$ cat config.mk
export PLATFORM = sky130hd
export DESIGN_NAME = cntr_gry
export DESIGN_NICKNAME = d
export VERILOG_FILES = /design/src/rtl/cntr_pkg.sv /design/src/rtl/cvrt_bin_gry.sv /design/src/rtl/cntr_gry.sv
export SDC_FILE = /design/constraint.sdc
export NUM_CORES = 1
export LEC_CHECK = 0
export CAP_MARGIN = 20
export CORE_UTILIZATION = 25
export CTS_CLUSTER_DIAMETER = 30
export CTS_CLUSTER_SIZE = 10
export DETAILED_ROUTE_END_ITERATION = 16
export PLACE_DENSITY = 0.57
export SYNTH_ARGS = -nofsm -noshare
export SYNTH_HDL_FRONTEND = slang
export SYNTH_SLANG_ARGS = --single-unit
$ cat constraint.sdc
create_clock -name i_clk -period 1.8 [get_ports i_clk]
set_input_delay 0.36 -clock i_clk [delete_from_list [all_inputs] [get_ports i_clk]]
set_output_delay 0.36 -clock i_clk [all_outputs]
set_load 0.01 [all_outputs]
$ cat src/rtl/cntr_pkg.sv
// cntr_pkg: shared constants for the Gray counter slice.
// Direction encodings and the default counter width.
package cntr_pkg;

    localparam logic DIR_UP = 1'b0;
    localparam logic DIR_DN = 1'b1;

    localparam int CNTR_DEF_WIDTH = 4;

endpackage

$ cat src/rtl/cvrt_bin_gry.sv
// cvrt_bin_gry: combinational binary-to-Gray converter.
module cvrt_bin_gry #(
    parameter int DATA_WIDTH = 4
) (
    input  logic [DATA_WIDTH-1:0] i_bin,
    output logic [DATA_WIDTH-1:0] o_gry
);

    assign o_gry = i_bin ^ (i_bin >> 1);

endmodule

$ cat src/rtl/cntr_gry.sv
// cntr_gry: up/down binary counter with registered Gray output and wrap pulse.
// Define CNTR_GRY_CHK_EN to add the sticky Gray-step error checker (o_err).
module cntr_gry
    import cntr_pkg::*;
#(
    parameter int DATA_WIDTH = CNTR_DEF_WIDTH
) (
    input  logic                  i_clk,
    input  logic                  i_rst,
    input  logic                  i_en,
    input  logic                  i_dir,
    input  logic                  i_load,
    input  logic [DATA_WIDTH-1:0] i_load_val,
    output logic [DATA_WIDTH-1:0] o_bin,
    output logic [DATA_WIDTH-1:0] o_gry,
    output logic                  o_wrap
`ifdef CNTR_GRY_CHK_EN
    ,
    output logic                  o_err
`endif
);

    logic [DATA_WIDTH-1:0] bin_q, bin_d;
    logic [DATA_WIDTH-1:0] gry_q, gry_d;
    logic                  wrap_q, wrap_d;

    always_comb begin
        bin_d  = bin_q;
        wrap_d = 1'b0;
        if (i_load) begin
            bin_d = i_load_val;
        end else if (i_en) begin
            if (i_dir == DIR_UP) begin
                bin_d  = bin_q + DATA_WIDTH'(1);
                wrap_d = &bin_q;
            end else begin
                bin_d  = bin_q - DATA_WIDTH'(1);
                wrap_d = ~|bin_q;
            end
        end
    end

    // Gray is derived from next-state binary so both register on the same edge
    cvrt_bin_gry #(
        .DATA_WIDTH(DATA_WIDTH)
    ) u_cvrt (
        .i_bin(bin_d),
        .o_gry(gry_d)
    );

`ifdef CNTR_GRY_CHK_EN
    logic [DATA_WIDTH-1:0] prev_q;
    logic [DATA_WIDTH-1:0] step_diff;
    logic                  ld_q;
    logic                  err_q, err_d;

    // x & (x-1) is nonzero exactly when more than one bit of x is set
    assign step_diff = gry_q ^ prev_q;
    assign err_d     = err_q | (~ld_q & (|(step_diff & (step_diff - DATA_WIDTH'(1)))));
`endif

    always_ff @(posedge i_clk or posedge i_rst) begin
        if (i_rst) begin
            bin_q  <= '0;
            gry_q  <= '0;
            wrap_q <= 1'b0;
`ifdef CNTR_GRY_CHK_EN
            prev_q <= '0;
            ld_q   <= 1'b0;
            err_q  <= 1'b0;
`endif
        end else begin
            bin_q  <= bin_d;
            gry_q  <= gry_d;
            wrap_q <= wrap_d;
`ifdef CNTR_GRY_CHK_EN
            prev_q <= gry_q;
            ld_q   <= i_load;
            err_q  <= err_d;
`endif
        end
    end

    assign o_bin  = bin_q;
    assign o_gry  = gry_q;
    assign o_wrap = wrap_q;
`ifdef CNTR_GRY_CHK_EN
    assign o_err  = err_q;
`endif

endmodule

==> run metrics, run 1 <==
status=finished clean; Final HPWL DP=745 µm; most area-hungry cell type in the Yosys netlist=dfrtp_1; std cell rows=15; Root Buffer=clkbuf_4; number of fillers in the final layout=200; fin nets=83; Cell Count, Final, Fillers Out=94; share of the synthesized area in the top cell type=0.437; placed cells=91; first-pass GRT wire length=1.43 mm; Rel. slew slack=0.796; Least-Margin Pin Slew=0.305 ns; share of post-route cells with drive strength above 1=0.188; Fin. Hold Viols=0; Reg-to-Reg Start=o_bin[1]$_DFF_PP0_; H-tree lvl count=1; Critical Path Slowest Stage Cell=clkdlybuf4s50_1; post-route cell area=709 µm²; Worst VDD drop=0.383 mV; Mapped Nets=58; Mapped Cells=46; #FFs+latches synth=8; shortest period the worst path allows=1.66 ns; Area contributors post-synth=dfrtp_1, xnor2_1, ha_1; post-synth cell types=21; r2r setup slk=0.20 ns; Syn. warnings=0; # DRC=0; WP data arrival=1.30 ns; Register-to-Register Path Depth=7; core area=1730 µm²; power per cell area=895 nW/µm²; WS Path Type=reg -> out; f_max=0.601 GHz; Max Buffers Root-to-Sink=2; # diodes=0; Syn Std Cell Area=458 µm²; DR vias/cell=4.26; DRT Wirelength=895 µm; Final Cycle Share=0.925; Starting Density=0.265; CP Data Required Time=1.44 ns; area grow syn2layout=54.9%; CTS clk-pin slew, worst paths=0.05 ns; final setup fails=0; Ports=18; Crit Path Max Fanout=4; final setup TNS=0 ns; initial antenna violation count=0; Crit Reg-Reg Endpoint=o_gry[0]$_DFF_PP0_; syn_area_per_cell=9.96 µm²; wire per inst=9.52 µm; largest net degree at the start of global routing=10; max-cap violation count=0; RSZ-0062 raised after global routing=no; DRT Pass-1 Iters=1; Slew Viols, Final=0; Tot GR Track Use=0.110; Pleak=0.313 nW; crit-path cells=buf_4, clkdlybuf4s50_1; GR Overflow Total=0; DR vias=400; vias in the first global route=337; routability cong.=0.778; CP Capture Type=output port; Max stage delay on crit path=0.52 ns; Port Buffers=17; post-synthesis sequential area ratio=0.437; Worst Skew=0.00476 ns; TritonCTS clock tree=yes; Crit path buffers/inverters=2; Worst Setup Start Kind=register; CP top delay family=buffers and inverters; clock latency on the worst-skew pair=0.26 ns; clk sink count=8; dpl cell area=686 µm²; Hold Crit Class=in -> async; Antenna Violating Nets Remaining=0; die height=44.8 µm; full die area=2010 µm²; Die W=44.8 µm; number of CTS-inserted buffers=3; Initial DRC Count=0; Hold-fix buffers, CTS=0
## per-layer routing
layer | up-vias | track usage | wire (µm)
li1 | 195 | - | -
met1 | 189 | 0.120 | 396
met2 | 11 | 0.156 | 419
met3 | 5 | 0.0720 | 53
met4 | 0 | 0.0727 | 25
met5 | - | 0 | 0
## what timing repair did
item | 4_1_cts | 5_1_grt
gates resized for setup | 3 | 0
setup buffers | 0 | 0
endpoints found under the setup margin | 4 | 0
## power breakdown
part           leakage [nW]  total (mW)  switching (mW)  internal [mW]
clock network        0.0138       0.137          0.0610         0.0763
logic                 0.202       0.264           0.109          0.154
registers            0.0970       0.234          0.0205          0.214
total                 0.313       0.635           0.191          0.445
## worst max-delay path by stage
stage                            start                  to  slack (ns)  cells past startpoint
finish              o_bin[1]$_DFF_PP0_            o_bin[1]        0.14                      2
global route        o_bin[1]$_DFF_PP0_            o_bin[1]         0.1                      2
CTS                 o_bin[1]$_DFF_PP0_            o_bin[1]        0.13                      2
detailed placement               i_dir  o_gry[1]$_DFF_PP0_       -0.33                      8
global placement                 i_dir  o_gry[1]$_DFF_PP0_       -0.32                      8
floorplan           o_bin[0]$_DFF_PP0_  o_gry[1]$_DFF_PP0_        0.19                      7
## synthesized netlist by cell type
cell,count
a21oi_2,2
dfrtp_1,8
xnor2_1,6
nand2b_1,1
o21ai_1,2
clkbuf_1,1
o21ai_2,1
nand2_1,4
o21ai_0,1
mux2i_1,1
xor2_1,1
nor4b_1,1
a21o_1,1
ha_1,2
fa_1,1
nor3_1,1
inv_1,5
a21oi_1,1
a22oi_1,1
buf_4,1
nor2_1,4
## stage by stage
stage                util  setup WS (ns)  hold slack [ns]  power (mW)
finish              0.411          0.135            0.340       0.635
CTS                 0.411          0.132            0.348       0.647
floorplan               -          0.185            0.176       0.373
global route        0.411         0.0971            0.372       0.681
detailed placement  0.397         -0.330            0.629       0.505
global placement    0.397         -0.321            0.626       0.502
## cell families (layout without fill, tap and decap cells)
family / count (synthesis) / after routing / synth area share
muxes: 1 / 1 / 0.0219
buffers and inverters: 7 / 30 / 0.0656
DFF: 8 / 8 / 0.437
and+or+nand+nor: 11 / 11 / 0.109
adders and majority gates: 3 / 3 / 0.0984
xor gates and xnor gates: 7 / 7 / 0.134
AOI/OAI and AO/OA: 9 / 9 / 0.134
## flip-flops by register name, indices dropped and copies added (netlist names)
signal and cells:
o_bin 4, o_wrap 1, o_gry 3
## placed cells by master (no fill, tap or decap), types with 2 or more instances in the layout
cell type and count:
clkdlybuf4s50_1 16, dfrtp_1 8, xnor2_1 6, buf_4 5, inv_1 4, nor2_1 4
nand2_1 4, clkbuf_4 3, a21oi_2 2, o21ai_1 2, ha_1 2
## final cells by class
cell class,instances,area [µm²],area share
clock buffers,3,22.5,0.0317
repair buffers,22,206,0.291
flip-flops and latches,8,200,0.282
multi-input cells,31,230,0.325
well taps,25,31.3,0.0441
inverters,5,18.8,0.0265
Power figures use the tool's default switching activity.
==> run 2, diff against run 1 <==
--- a/config.mk
+++ b/config.mk
@@ -6,11 +6,13 @@
 export NUM_CORES = 1
 export LEC_CHECK = 0
 export CAP_MARGIN = 20
-export CORE_UTILIZATION = 25
+export CELL_PAD_IN_SITES_DETAIL_PLACEMENT = 1
+export CELL_PAD_IN_SITES_GLOBAL_PLACEMENT = 2
+export CORE_UTILIZATION = 23
 export CTS_CLUSTER_DIAMETER = 30
 export CTS_CLUSTER_SIZE = 10
 export DETAILED_ROUTE_END_ITERATION = 16
-export PLACE_DENSITY = 0.57
+export PLACE_DENSITY = 0.79
 export SYNTH_ARGS = -nofsm -noshare
 export SYNTH_HDL_FRONTEND = slang
 export SYNTH_SLANG_ARGS = --single-unit
==> run 2 against run 1 <==
Net effect: sequential power up 2%; critical endpoint is now o_gry[0]$_DFF_PP0_; global-route usage up 1.5 points; fmax up 0.43%; power down 0.64%; combinational power down 2%; largest cell class unchanged; via count down 4.5%; hold slack better by 0.020 ns.
==> run metrics, run 2 (synthesis gave the netlist of run 1 again) <==
TritonCTS clock tree=yes; power per cell area=898 nW/µm²; GR Overflow Total=0; Rel. slew slack=0.792; max reg flops=4; initial antenna violation count=0; combinational power share=0.410; Max Buffers Root-to-Sink=2; RSZ-0062 raised after global routing=no; Final HPWL DP=934 µm; Ports=18; Root Buffer=clkbuf_4; largest net degree at the start of global routing=10; CP Capture Type=register; Worst VDD drop=0.268 mV; core area=1800 µm²; Initial DRC Count=0; DR vias/cell=4.11; internal power=438 µW; WP data arrival=1.78 ns; die height=46.6 µm; Fin. Hold Viols=0; f_max=0.603 GHz; share of post-route cells with drive strength above 1=0.191; full die area=2170 µm²; DRT Wirelength=1.13 mm; DP Worst Slack=-0.362 ns; CP Data Required Time=1.92 ns; register share of total power=0.379; Starting Density=0.254; Crit Path Max Fanout=6; switching part of the total=0.305; final setup TNS=0 ns; fin util=0.390; CTS clk-pin slew, worst paths=0.05 ns; first-pass GRT wire length=1.79 mm; most frequent cells in the layout=clkdlybuf4s50_1, dfrtp_1, xnor2_1; Port Buffers=17; # diodes=0; std cell rows=15; clk sink count=8; Tot GR Track Use=0.125; number of CTS-inserted buffers=3; Cell Count, Final, Fillers Out=93; placed cells=90; DR vias=382; DRT Pass-1 Iters=1; fin nets=82; wire per inst=12.1 µm; max-cap violation count=0; H-tree lvl count=1; sw power=193 µW; Worst Skew=0.00180 ns; status=finished clean; most frequent standard cell in the layout excluding fill and tap cells=clkdlybuf4s50_1; area grow syn2layout=53.6%; WS Path Type=reg -> reg; shortest period the worst path allows=1.66 ns; Hold Crit Class=in -> async; vias in the first global route=395; routability cong.=0.718; worst setup margin=0.142 ns; Setup Buffers After CTS=0; Least-Margin Pin Slew=0.311 ns; Die W=46.6 µm; Hold-fix buffers, CTS=0; # DRC=0; Antenna Violating Nets Remaining=0; Clock Power Share=0.211; Final Cycle Share=0.921; Worst Setup Start Kind=register; final setup fails=0; Slew Viols, Final=0; Pleak=0.307 nW; clock latency on the worst-skew pair=0.24 ns
## run 2: cell types whose count changed in the layout (fill, tap and decap cells not counted), sizes merged
cell,delta
buf,-1
## run 2: stage by stage
stage               power, mW  hold WS [ns]  instance area, µm²
global route            0.679         0.376                 703
finish                  0.631         0.360                 703
floorplan               0.373         0.176                 458
global placement        0.497         0.613                 678
detailed placement      0.505         0.626                 678
CTS                     0.644         0.361                 702
## run 2: final timing paths
path / from / to / slack [ns] / cells past startpoint
setup / recovery: o_bin[1]$_DFF_PP0_ / o_gry[0]$_DFF_PP0_ / 0.14 / 7
hold / removal: i_rst / o_bin[2]$_DFF_PP0_ / 0.36 / 2
setup reg to reg: o_bin[1]$_DFF_PP0_ / o_gry[0]$_DFF_PP0_ / 0.14 / 7
hold reg to reg: o_bin[3]$_DFF_PP0_ / o_bin[3]$_DFF_PP0_ / 0.68 / 2
max in group asynchronous: i_rst / o_bin[1]$_DFF_PP0_ / 1.19 / 2
min in group i_clk: o_bin[3]$_DFF_PP0_ / o_bin[3]$_DFF_PP0_ / 0.68 / 2
## run 2: power groups by stage
stage,sequential [mW],clock [mW],combinational [mW]
detailed placement,0.243,0,0.262
global placement,0.241,0,0.256
global route,0.245,0.147,0.287
finish,0.239,0.133,0.259
CTS,0.240,0.140,0.264
floorplan,0.257,0,0.116
## run 2: critical path, stage by stage, from the launching register on
cell	delay, ns
dfrtp_2	0.41
inv_1	0.07
fa_2	0.52
nand2_1	0.06
o21ai_1	0.09
o21ai_1	0.08
buf_4	0.16
xor2_1	0.15
## run 2: final cells by class
| cell class | instances | area, µm² |
|---|---|---|
| clock buffers | 3 | 22.5 |
| fillers | 223 | 1100 |
| inverters | 5 | 18.8 |
| multi-input cells | 31 | 230 |
| flip-flops and latches | 8 | 201 |
| well taps | 25 | 31.3 |
| repair buffers | 21 | 199 |
## run 2: layer usage
layer | GRT usage | up-vias | share of wire
met1 | 0.137 | 176 | 0.45
met2 | 0.219 | 11 | 0.50
met4 | 0.0686 | 0 | 0.0098
met3 | 0.0275 | 2 | 0.047
met5 | 0 | - | 0
li1 | - | 193 | -
## run 2: what timing repair did
item / in CTS / in global routing
gates resized for setup: 4 / 1
endpoints found under the hold margin: 0 / 0
setup endpoints to repair: 4 / 1
